--- src/rtl/multicore_memory_arbiter.sv ---
// Shared-RAM arbiter for CPUS cores: data requests outrank instruction requests,
// round-robin within each class, registered grant held until ACCESS/ERROR/timeout.
module multicore_memory_arbiter #(
    parameter int CPUS    = 2,
    parameter int AW      = 32,
    parameter int DW      = 32,
    parameter int TIMEOUT = 64,
    localparam int OW     = (CPUS > 1) ? $clog2(CPUS) : 1,
    localparam int CW     = $clog2(TIMEOUT)
) (
    input  logic                 CLK,
    input  logic                 RST,
    input  logic [CPUS-1:0]      iREN,
    input  logic [CPUS*AW-1:0]   iaddr,
    input  logic [CPUS-1:0]      dREN,
    input  logic [CPUS-1:0]      dWEN,
    input  logic [CPUS*AW-1:0]   daddr,
    input  logic [CPUS*DW-1:0]   dstore,
    output logic [CPUS-1:0]      iwait,
    output logic [CPUS-1:0]      dwait,
    output logic [CPUS*DW-1:0]   iload,
    output logic [CPUS*DW-1:0]   dload,
    output logic [CPUS-1:0]      merr,
    output logic                 ramREN,
    output logic                 ramWEN,
    output logic [AW-1:0]        ramaddr,
    output logic [DW-1:0]        ramstore,
    input  logic [DW-1:0]        ramload,
    input  logic [1:0]           ramstate,
    output logic                 dbg_state,
    output logic [OW-1:0]        dbg_owner,
    output logic                 dbg_data,
    output logic                 dbg_write,
    output logic [OW-1:0]        dbg_dptr,
    output logic [OW-1:0]        dbg_iptr
);

    typedef enum logic {IDLE = 1'b0, SERVE = 1'b1} state_t;

    state_t          state;
    logic [OW-1:0]   owner, dptr, iptr, d_pick, i_pick, scan;
    logic            own_data, own_wr;
    logic [CW-1:0]   cnt;
    logic [CPUS-1:0] d_act;
    logic            d_any, i_any;
    logic            live, serving, done_ok, done_err, done;
    logic [AW-1:0]   o_daddr, o_iaddr;
    logic [DW-1:0]   o_store;

    function automatic logic [OW-1:0] wrap_inc(input logic [OW-1:0] v);
        return (int'(v) == CPUS - 1) ? '0 : v + 1'b1;
    endfunction

    assign d_act = dREN | dWEN;

    // Scan from the far end back toward the pointer so the nearest active core wins.
    always_comb begin
        d_any  = 1'b0;
        i_any  = 1'b0;
        d_pick = dptr;
        i_pick = iptr;
        scan   = '0;
        for (int k = CPUS - 1; k >= 0; k--) begin
            scan = OW'((int'(dptr) + k) % CPUS);
            if (d_act[scan]) begin
                d_any  = 1'b1;
                d_pick = scan;
            end
            scan = OW'((int'(iptr) + k) % CPUS);
            if (iREN[scan]) begin
                i_any  = 1'b1;
                i_pick = scan;
            end
        end
    end

    assign o_daddr  = daddr[owner*AW +: AW];
    assign o_iaddr  = iaddr[owner*AW +: AW];
    assign o_store  = dstore[owner*DW +: DW];
    assign live     = own_data ? d_act[owner] : iREN[owner];
    assign serving  = (state == SERVE) && live;
    assign done_ok  = serving && (ramstate == 2'd2);
    assign done_err = serving && !done_ok && ((ramstate == 2'd3) || (cnt == CW'(TIMEOUT - 1)));
    // A reset cycle never reports a completion to the cores.
    assign done     = (done_ok || done_err) && !RST;

    always_comb begin
        iwait    = '1;
        dwait    = '1;
        merr     = '0;
        ramREN   = 1'b0;
        ramWEN   = 1'b0;
        ramaddr  = '0;
        ramstore = '0;
        if (serving) begin
            if (own_data) begin
                ramWEN  = dWEN[owner];
                ramREN  = !dWEN[owner];
                ramaddr = o_daddr;
                if (dWEN[owner]) ramstore = o_store;
            end else begin
                ramREN  = 1'b1;
                ramaddr = o_iaddr;
            end
        end
        if (done) begin
            if (own_data) dwait[owner] = 1'b0;
            else          iwait[owner] = 1'b0;
            merr[owner] = done_err;
        end
    end

    assign iload = {CPUS{ramload}};
    assign dload = {CPUS{ramload}};

    always_ff @(posedge CLK) begin
        if (RST) begin
            state    <= IDLE;
            owner    <= '0;
            own_data <= 1'b0;
            own_wr   <= 1'b0;
            dptr     <= '0;
            iptr     <= '0;
            cnt      <= '0;
        end else begin
            case (state)
                IDLE: begin
                    cnt <= '0;
                    if (d_any) begin
                        owner    <= d_pick;
                        own_data <= 1'b1;
                        own_wr   <= dWEN[d_pick];
                        state    <= SERVE;
                    end else if (i_any) begin
                        owner    <= i_pick;
                        own_data <= 1'b0;
                        own_wr   <= 1'b0;
                        state    <= SERVE;
                    end
                end
                SERVE: begin
                    if (!live) begin
                        state <= IDLE;
                    end else if (done) begin
                        state <= IDLE;
                        if (own_data) dptr <= wrap_inc(owner);
                        else          iptr <= wrap_inc(owner);
                    end else if (cnt != '1) begin
                        cnt <= cnt + 1'b1;
                    end
                end
                default: state <= IDLE;
            endcase
        end
    end

    assign dbg_state = (state == SERVE);
    assign dbg_owner = owner;
    assign dbg_data  = own_data;
    assign dbg_write = own_wr;
    assign dbg_dptr  = dptr;
    assign dbg_iptr  = iptr;

endmodule

--- config.mk ---
export PLATFORM = sky130hd
export DESIGN_NAME = multicore_memory_arbiter
export DESIGN_NICKNAME = d
export VERILOG_FILES = /design/src/rtl/multicore_memory_arbiter.sv
export SDC_FILE = /design/constraint.sdc
export NUM_CORES = 1
export LEC_CHECK = 0
export ABC_AREA = 1
export BUFFER_PORTS_ARGS = -buffer_cell sky130_fd_sc_hd__clkbuf_2
export CAP_MARGIN = 20
export CORE_AREA = 2 2 170 172
export CTS_CLUSTER_DIAMETER = 50
export DETAILED_ROUTE_END_ITERATION = 8
export DIE_AREA = 0 0 172 174
export GPL_TIMING_DRIVEN = 1
export HOLD_SLACK_MARGIN = 0.08
export PLACE_DENSITY = 0.48
export SLEW_MARGIN = 20
export SYNTH_ARGS = -nofsm -noshare
export SYNTH_HDL_FRONTEND = slang
export SYNTH_SLANG_ARGS = --single-unit
--- constraint.sdc ---
create_clock -name CLK -period 2.6 [get_ports CLK]
set_input_delay 0.39 -clock CLK [delete_from_list [all_inputs] [get_ports CLK]]
set_output_delay 0.39 -clock CLK [all_outputs]
set_load 0.005 [all_outputs]
Word level (Yosys, flattened, before mapping) --
Cells that the tools add are included.
Word-level totals: register bits after elaboration 12, output and inout port bits 206, word-level logic and storage cells 105
Cells by class: bitwise operators 5, add/subtract/negate cells 4, shifts and indexed selects 3, equal/unequal tests 7, reduce and logical (&&, ||, !) cells 16, magnitude comparators 7, muxes and demuxes 56
Operators with widths (count):
- $shiftx 64x7->32 | 3
- $mux 32 | 5
- $mux 1 | 40
- $mux 6 | 3
- $lt 1x2->1 const B | 6
- $pmux 6 s2 | 1
- $mux 2 | 5
- $reduce_and 4->1 | 2
- $add 6x1->6 const B | 1
- $eq 6x6->1 const B | 1
- $logic_and 1x1->1 | 6
- $ne 6x6->1 const B | 1
- $eq 2x2->1 const B | 2
- $ne 2x1->1 const B | 2
- $add 1x1->1 const B | 3
- $logic_not 1->1 | 3
- $reduce_and 3->1 | 1
- $and 2x2->2 | 1
- $logic_or 1x1->1 | 2
- $ne 2x2->1 const B | 1
- $not 1->1 | 2
- $not 2->2 | 1
- $or 2x2->2 | 1
- $pmux 1 s2 | 1
- other kinds (4) | 4

Logic depth before layout (Yosys ltp) --
Gate-level depths: netlist (run 1).
depth in word-level cells 14, mapped depth 12

Worst setup path before layout (run 1) --
Ideal clock, no wire load.
kind register to output, start point register own_data, in the netlist dbg_data, end point output port ramaddr[23], stages on the path, launching flop included 10, path buffers 3, data arrival time 1322 ps, slack 888 ps, data required time 2210 ps, cells stage by stage dfxtp_1 buf_6 inv_4 nand3_1 nand2_1 nor2_4 nand2_2 buf_6 buf_2 a31oi_1
On the way: word-level cells in the longest chain between the ends 3, elaborated cells between the ends (all ways) 4, those cells by class mux: 3; reduce/logical: 1
Ends and longest elaborated chain:
- start, declared | line 42 | logic own_data, own_wr;
- start signal, assigned | line 120 | own_data <= 1'b0;
- start signal, assigned | line 131 | own_data <= 1'b1;
- start signal, assigned | line 136 | own_data <= 1'b0;
- $mux 1 | line 80 | assign live = own_data ? d_act[owner] : iREN[owner];
- $logic_and 1x1->1 | line 81 | assign serving = (state == SERVE) && live;
- $mux 32 (*) | line 95 | if (serving) begin
- end, declared | line 26 | output logic [AW-1:0] ramaddr,
Every way passes the cells marked *; elsewhere a longest branch is shown, timed or not.

Final worst setup path (run 1) --
start point register owner, in the netlist dbg_owner, end point output port ramstore[14]
On the way: word-level cells in the longest chain between the ends 5, elaborated cells between the ends (all ways) 12, those cells by class shift: 1; mux: 10; reduce/logical: 1
Ends and longest elaborated chain:
- start, declared | line 41 | logic [OW-1:0] owner, dptr, iptr, d_pick, i_pick, scan;
- start signal, assigned | line 130 | owner <= d_pick;
- start signal, assigned | line 135 | owner <= i_pick;
- parallel branches: the longest is 4 deep, another holds $shiftx 64x7->32
- $mux 32 (*) | line 95
- end, declared | line 27 | output logic [DW-1:0] ramstore,
Every way passes the cells marked *. The select of a mux whose other input is x is not followed.

==> results of run 1 <==
state kept, by name, summed over array words and instances (netlist names):
name / count
dbg_write: 1
cnt: 6
dbg_iptr: 1
dbg_data: 1
dbg_state: 1
dbg_dptr: 1
dbg_owner: 1
cell families (layout without fill, tap and decap cells):
logic type / count (synthesis) / count (layout) / share of synthesized area
AOI/OAI and AO/OA: 115 / 115 / 0.257
DFF: 12 / 12 / 0.0758
adders and majority gates: 1 / 1 / 0.00395
and+or+nand+nor: 216 / 216 / 0.278
xor gates and xnor gates: 1 / 1 / 0.00276
buffers and inverters: 181 / 314 / 0.383
layout make-up:
cell class | instances | share of cell area
clock buffer | 4 | 0.0216
inverter | 20 | 0.0189
multi-input combinational | 333 | 0.418
sequential | 12 | 0.0590
tap | 384 | 0.117
timing repair buffer | 290 | 0.366
power groups by stage:
stage	clock network, uW	logic (uW)	registers (uW)
detailed placement	0	598	216
finish	322	599	213
CTS	326	600	213
global placement	0	596	215
global route	332	665	215
floorplan	0	464	207
timing repair:
item	in CTS	in global routing
gates resized for setup	1	0
endpoints found under the setup margin	1	0
hold buffers	0	0
per-stage QoR:
step           setup WS [ns]  std cells  cell area [um2]
6_report               0.181       1043             4110
3_5_place_dp           0.250       1039             4020
2_1_floorplan          0.888        526             3170
3_3_place_gp           0.302       1039             4020
5_1_grt               0.0873       1043             4110
4_1_cts                0.123       1043             4110
path summary, 6_finish.rpt:
| kind | from | to | slack, ns | depth (start not counted) |
|---|---|---|---|---|
| max | dbg_owner | ramstore[14] | 0.18 | 4 |
| min | dbg_write | dbg_write | 0.46 | 2 |
| max reg2reg | dbg_owner | cnt[2] | 0.80 | 10 |
| min reg2reg | dbg_write | dbg_write | 0.46 | 2 |
routing by layer:
metal / part of all wire / wire length (um) / vias up / global-route usage
met4: 0.027 / 374 / 0 / 0.0287
met1: 0.38 / 5210 / 1706 / 0.0939
met3: 0.12 / 1710 / 37 / 0.0207
li1: - / - / 1901 / -
met2: 0.47 / 6550 / 308 / 0.151
met5: 0 / 0 / - / 0
cell usage in the layout, fill, tap and decap left out, types with 4 or more instances in the layout:
| master | Yosys | routed |
|---|---|---|
| clkbuf_2 | 0 | 279 |
| dfxtp_1 | 12 | 10 |
| a31oi_1 | 32 | 32 |
| a211oi_1 | 26 | 26 |
| nand2_1 | 174 | 174 |
| inv_1 | 16 | 16 |
| a22oi_1 | 32 | 32 |
| buf_4 | 130 | 9 |
| a21oi_1 | 12 | 12 |
| nand3_1 | 12 | 12 |
| o21ai_0 | 4 | 4 |
| a211oi_2 | 6 | 6 |
| nor2_1 | 19 | 18 |
worst max-delay path: cells and delay by family (launching register included):
kind / cells / cell delay (ns)
simple gates: 1 / 0.19
buf+inv: 2 / 0.59
compound gates: 1 / 0.46
flops: 1 / 0.53
==> flow_summary_export.csv, run 1 <==
group,metric,value,unit
run_status,status,"finished, final reports clean",
global_routing,grt_pass1_wl,19400,um
setup_path,crit_chain,"buf_4 > nand2_1 > a211oi_1 > clkbuf_2",
final_layout,seq_area,243,um2
setup_path,slowest_stage,"dfxtp_2",
global_routing,gr-total-overflow,0,
synth,yosysTopAreaCellShare,0.308,
synth,yosys.cell_count.top_type,"nand2_1",
detailed_routing,detail-route-antenna-nets,0,
sta,holdWs,0.465,ns
sta,grt_setup_unrepaired,"false",
power_and_ir_drop,peakVddDrop,0.163,mV
setup_path,crit_arrival,2.03,ns
setup_path,critPathRequiredTime,2.21,ns
sta,maxSlewHeadroom,0.573,
sta,final.setup_skew,0.00404,ns
synth,yosys_warnings,0,
die,start_util,0.112,
placed_design,dpl.hpwl,11400,um
final_layout,insertedDiodeCount,0,
clock_network,clkTransAtPathRegs,0.04,ns
synth,synth.ff_latch_count,12,
die,die_h,174,um
synth,synthTopCellsByArea,"buf_4 (31%), nand2_1 (21%), dfxtp_1 (7.6%)",
power_and_ir_drop,swShare,0.391,
synth,avgSynthCellArea,6.03,um2
power_and_ir_drop,powerDensity,276,nW/um2
detailed_routing,drt-initial-drc-count,152,
clock_network,clock_path_buffers,2,
final_layout,utilization,0.146,
die,fp.dieW,172,um
detailed_routing,wire_per_inst,13.3,um
synth,synth-edff-count,0,
setup_path,critPathCaptureType,"output pin",
synth,synth_top_area_cell,"buf_4",
clock_network,cts_tree,"yes",
synth,synthDistinctLibCells,29,
power_and_ir_drop,power.leakage,0.00196,uW
die,die-area,29900,um2
synth,syn_inst,526,
global_routing,grt_usage,0.0832,
setup_path,critPathKind,"reg -> out",
power_and_ir_drop,power_frac_comb,0.528,
power_and_ir_drop,finalPower,1130,uW
detailed_routing,via_per_inst,3.79,
final_layout,area_delta_synth_final,29.7,%
power_and_ir_drop,sequentialPowerShare,0.188,
clock_network,htreeDepth,1,
die,io-pin-count,440,
job,maxCapViolations,0,
sta,period_share,0.931,
detailed_routing,wl,13800,um
synth,synth_area,3170,um2
die,rows,62,
clock_network,clk_root_buffer_cell,"clkbuf_16",
global_routing,grt_max_degree,42,
sta,final_hold_viol_count,0,
placed_design,routabilityCongestion,0.814,
final_layout,fin_nets,895,
detailed_routing,remaining_drc_errors,0,
global_routing,grt_pass1_vias,3559,
synth,synth_top_cells_by_count,"nand2_1 (174), buf_4 (130), a22oi_1 (32), a31oi_1 (32), a211oi_1 (26)",
die,coreArea,28200,um2
final_layout,nFillCells,3357,
synth,seq_area_frac_synth,0.0758,
placed_design,portBuffers,279,
sta,setup_violations,0,
detailed_routing,firstDrtPassIters,6,
power_and_ir_drop,p_clk_frac,0.284,
synth,synth_nets,761,
clock_network,numCtsBuffers,3,
sta,tns,0,ns
clock_network,clk-insertion-delay-late,0.24,ns
final_layout,multiInputGateArea,1720,um2
setup_path,max_stage_delay,0.53,ns
power_and_ir_drop,p_switching,444,uW
setup_path,crit_path_start_kind,"flip-flop",
clock_network,post_cts_buffers,0,
detailed_routing,num_vias,3952,
synth,synthFlopType,"dfxtp_1",
synth,async_reset_ff_frac,0,
worst_hold_path,min_path_type,"reg -> reg",
clock_network,cts_sinks,12,
setup_path,crit_fanout,33,
sta,final_max_slew_viol_count,0,
global_routing,antenna_found_initial,0,
final_layout,drive_above_1_share,0.478,
sta,fin_crit,2.42,ns
power_and_ir_drop,p_int,690,uW
sta,timing.fmax,413,MHz
sta,worst_slew_pin_slew,0.636,ns
Power figures use the tool's default switching activity.
==> inputs of run 2 (changes only) <==
--- a/config.mk
+++ b/config.mk
@@ -15,6 +15,7 @@
 export GPL_TIMING_DRIVEN = 1
 export HOLD_SLACK_MARGIN = 0.08
 export PLACE_DENSITY = 0.48
+export REMOVE_ABC_BUFFERS = 1
 export SLEW_MARGIN = 20
 export SYNTH_ARGS = -nofsm -noshare
 export SYNTH_HDL_FRONTEND = slang
==> run 2 against run 1 <==
Clock-buffer cell count did not move; clock power fell by 1%; register-to-register slack got worse by 0.11 ns; critical path depth rose by 4; critical path type unchanged; critical endpoint is now ramstore[2]; largest power group unchanged.
==> flow_summary_export.csv, run 2 (synthesized netlist as in run 1, its figures left out) <==
group,metric,value,unit
sta,fin_crit,2.47,ns
sta,holdWs,0.464,ns
sta,worst_slew_pin_slew,0.487,ns
final_layout,fin_nets,900,
detailed_routing,via_per_inst,3.96,
power_and_ir_drop,peakVddDrop,0.183,mV
setup_path,critPathCaptureType,"output pin",
detailed_routing,wire_per_inst,17.4,um
clock_network,cts_sinks,12,
final_layout,final_cell_mix,"clkbuf_2 (279), nand2_1 (174), a22oi_1 (32), a31oi_1 (32), a211oi_1 (26)",
clock_network,clk-insertion-delay-late,0.24,ns
run_status,status,"finished, final reports clean",
final_layout,drive_above_1_share,0.480,
setup_path,crit_path_start_kind,"flip-flop",
die,coreArea,28200,um2
global_routing,grtUsageMet2,0.177,
power_and_ir_drop,power.leakage,0.00199,uW
setup_path,max_stage_delay,0.60,ns
final_layout,postLayoutCellArea,4150,um2
sta,final_max_slew_viol_count,0,
sta,period_share,0.949,
clock_network,clk_root_buffer_cell,"clkbuf_16",
clock_network,post_cts_buffers,0,
setup_path,rrSetupSlack,0.69,ns
final_layout,insertedDiodeCount,0,
detailed_routing,num_vias,4154,
die,die_h,174,um
global_routing,met3_usage,0.0726,
setup_path,crit_chain,"nor2_8 > nand2_1 > nand2_1 > nor2_4 > nand2_2 > buf_4 > a211oi_1 > clkbuf_2",
clock_network,clock_path_buffers,2,
clock_network,cts_resized,0,
final_layout,area_delta_synth_final,31.0,%
sta,maxSlewHeadroom,0.675,
clock_network,cts_tree,"yes",
die,die-area,29900,um2
setup_path,critPathRequiredTime,2.21,ns
die,io-pin-count,440,
final_layout,final_common_cell,"clkbuf_2",
die,rows,62,
sta,final_hold_viol_count,0,
placed_design,routabilityCongestion,0.801,
setup_path,critPathKind,"reg -> out",
placed_design,place_area,4070,um2
setup_path,slowest_stage,"dfxtp_2",
detailed_routing,drt-initial-drc-count,187,
detailed_routing,wl,18300,um
sta,grt_setup_unrepaired,"false",
detailed_routing,firstDrtPassIters,5,
global_routing,grt_max_degree,36,
sta,setup_violations,0,
placed_design,dpl.hpwl,14900,um
global_routing,grt_busiest_layer,"met2",
global_routing,grt_pass1_vias,3961,
setup_path,crit_arrival,2.08,ns
detailed_routing,remaining_drc_errors,0,
clock_network,numCtsBuffers,3,
final_layout,regMostFlops,"cnt",
worst_hold_path,min_path_type,"reg -> reg",
global_routing,antenna_found_initial,0,
clock_network,cts_hold_buf,0,
setup_path,crit_family,"flip-flops",
global_routing,grt_pass1_wl,24500,um
die,start_util,0.112,
power_and_ir_drop,powerDensity,274,nW/um2
global_routing,gr-total-overflow,0,
setup_path,crit_top_cell,"nand2_1",
clock_network,clkTransAtPathRegs,0.05,ns
sta,final.setup_skew,0.00132,ns
detailed_routing,detail-route-antenna-nets,0,
setup_path,critPathBufInv,2,
final_layout,nFillCells,3326,
clock_network,htreeDepth,1,
placed_design,portBuffers,279,
global_routing,gr-usage-met1,0.123,
final_layout,utilization,0.147,
setup_path,crit_fanout,26,
final_layout,largest_reg_flops,6,
die,fp.dieW,172,um
job,maxCapViolations,0,
global_routing,grt_usage,0.111,
sta,timing.fmax,405,MHz
## run 2: cell types whose count changed in the layout (fill, tap and decap cells not counted), sizes merged
cell / before / now
buf: 11 / 16
## run 2: tightest hold or removal path: stages, from the launching register on
cell	delay (ns)
dfxtp_1	0.30
nand2_1	0.06
a21oi_1	0.05
## run 2: final cells by class
cell class | instances | area [um2] | share of cell area
clock buffers | 4 | 88.8 | 0.0214
well taps | 384 | 480 | 0.116
repair buffers | 295 | 1540 | 0.371
flip-flops and latches | 12 | 241 | 0.0581
multi-input cells | 333 | 1720 | 0.415
inverters | 20 | 77.6 | 0.0187
## run 2: where the power goes
group | total [uW] | switching [uW] | internal (uW)
logic | 607 | 336 | 271
clock network | 318 | 85.3 | 233
registers | 215 | 20.1 | 195
total | 1140 | 442 | 698
## run 2: path summary, 6_finish.rpt
| path | endpoint | depth (start not counted) | from |
|---|---|---|---|
| max | ramstore[2] | 8 | dbg_owner |
| min | dbg_write | 2 | dbg_write |
| max reg2reg | cnt[5] | 10 | dbg_owner |
| min reg2reg | dbg_write | 2 | dbg_write |
## run 2: stage by stage
step,TNS [ns],total power [uW],setup WS [ns],cells
2_1_floorplan,-42.76,476,-0.840,365
3_3_place_gp,0,835,0.344,1044
3_5_place_dp,0,833,0.376,1044
4_1_cts,0,1160,0.109,1048
5_1_grt,0,1220,0.000456,1048
6_report,0,1140,0.132,1048
## run 2: per-layer routing
layer  vias up  share of wire
li1       1912              -
met1      1838           0.40
met2       386           0.43
met3        14           0.16
met4         4         0.0064
met5         -         0.0036
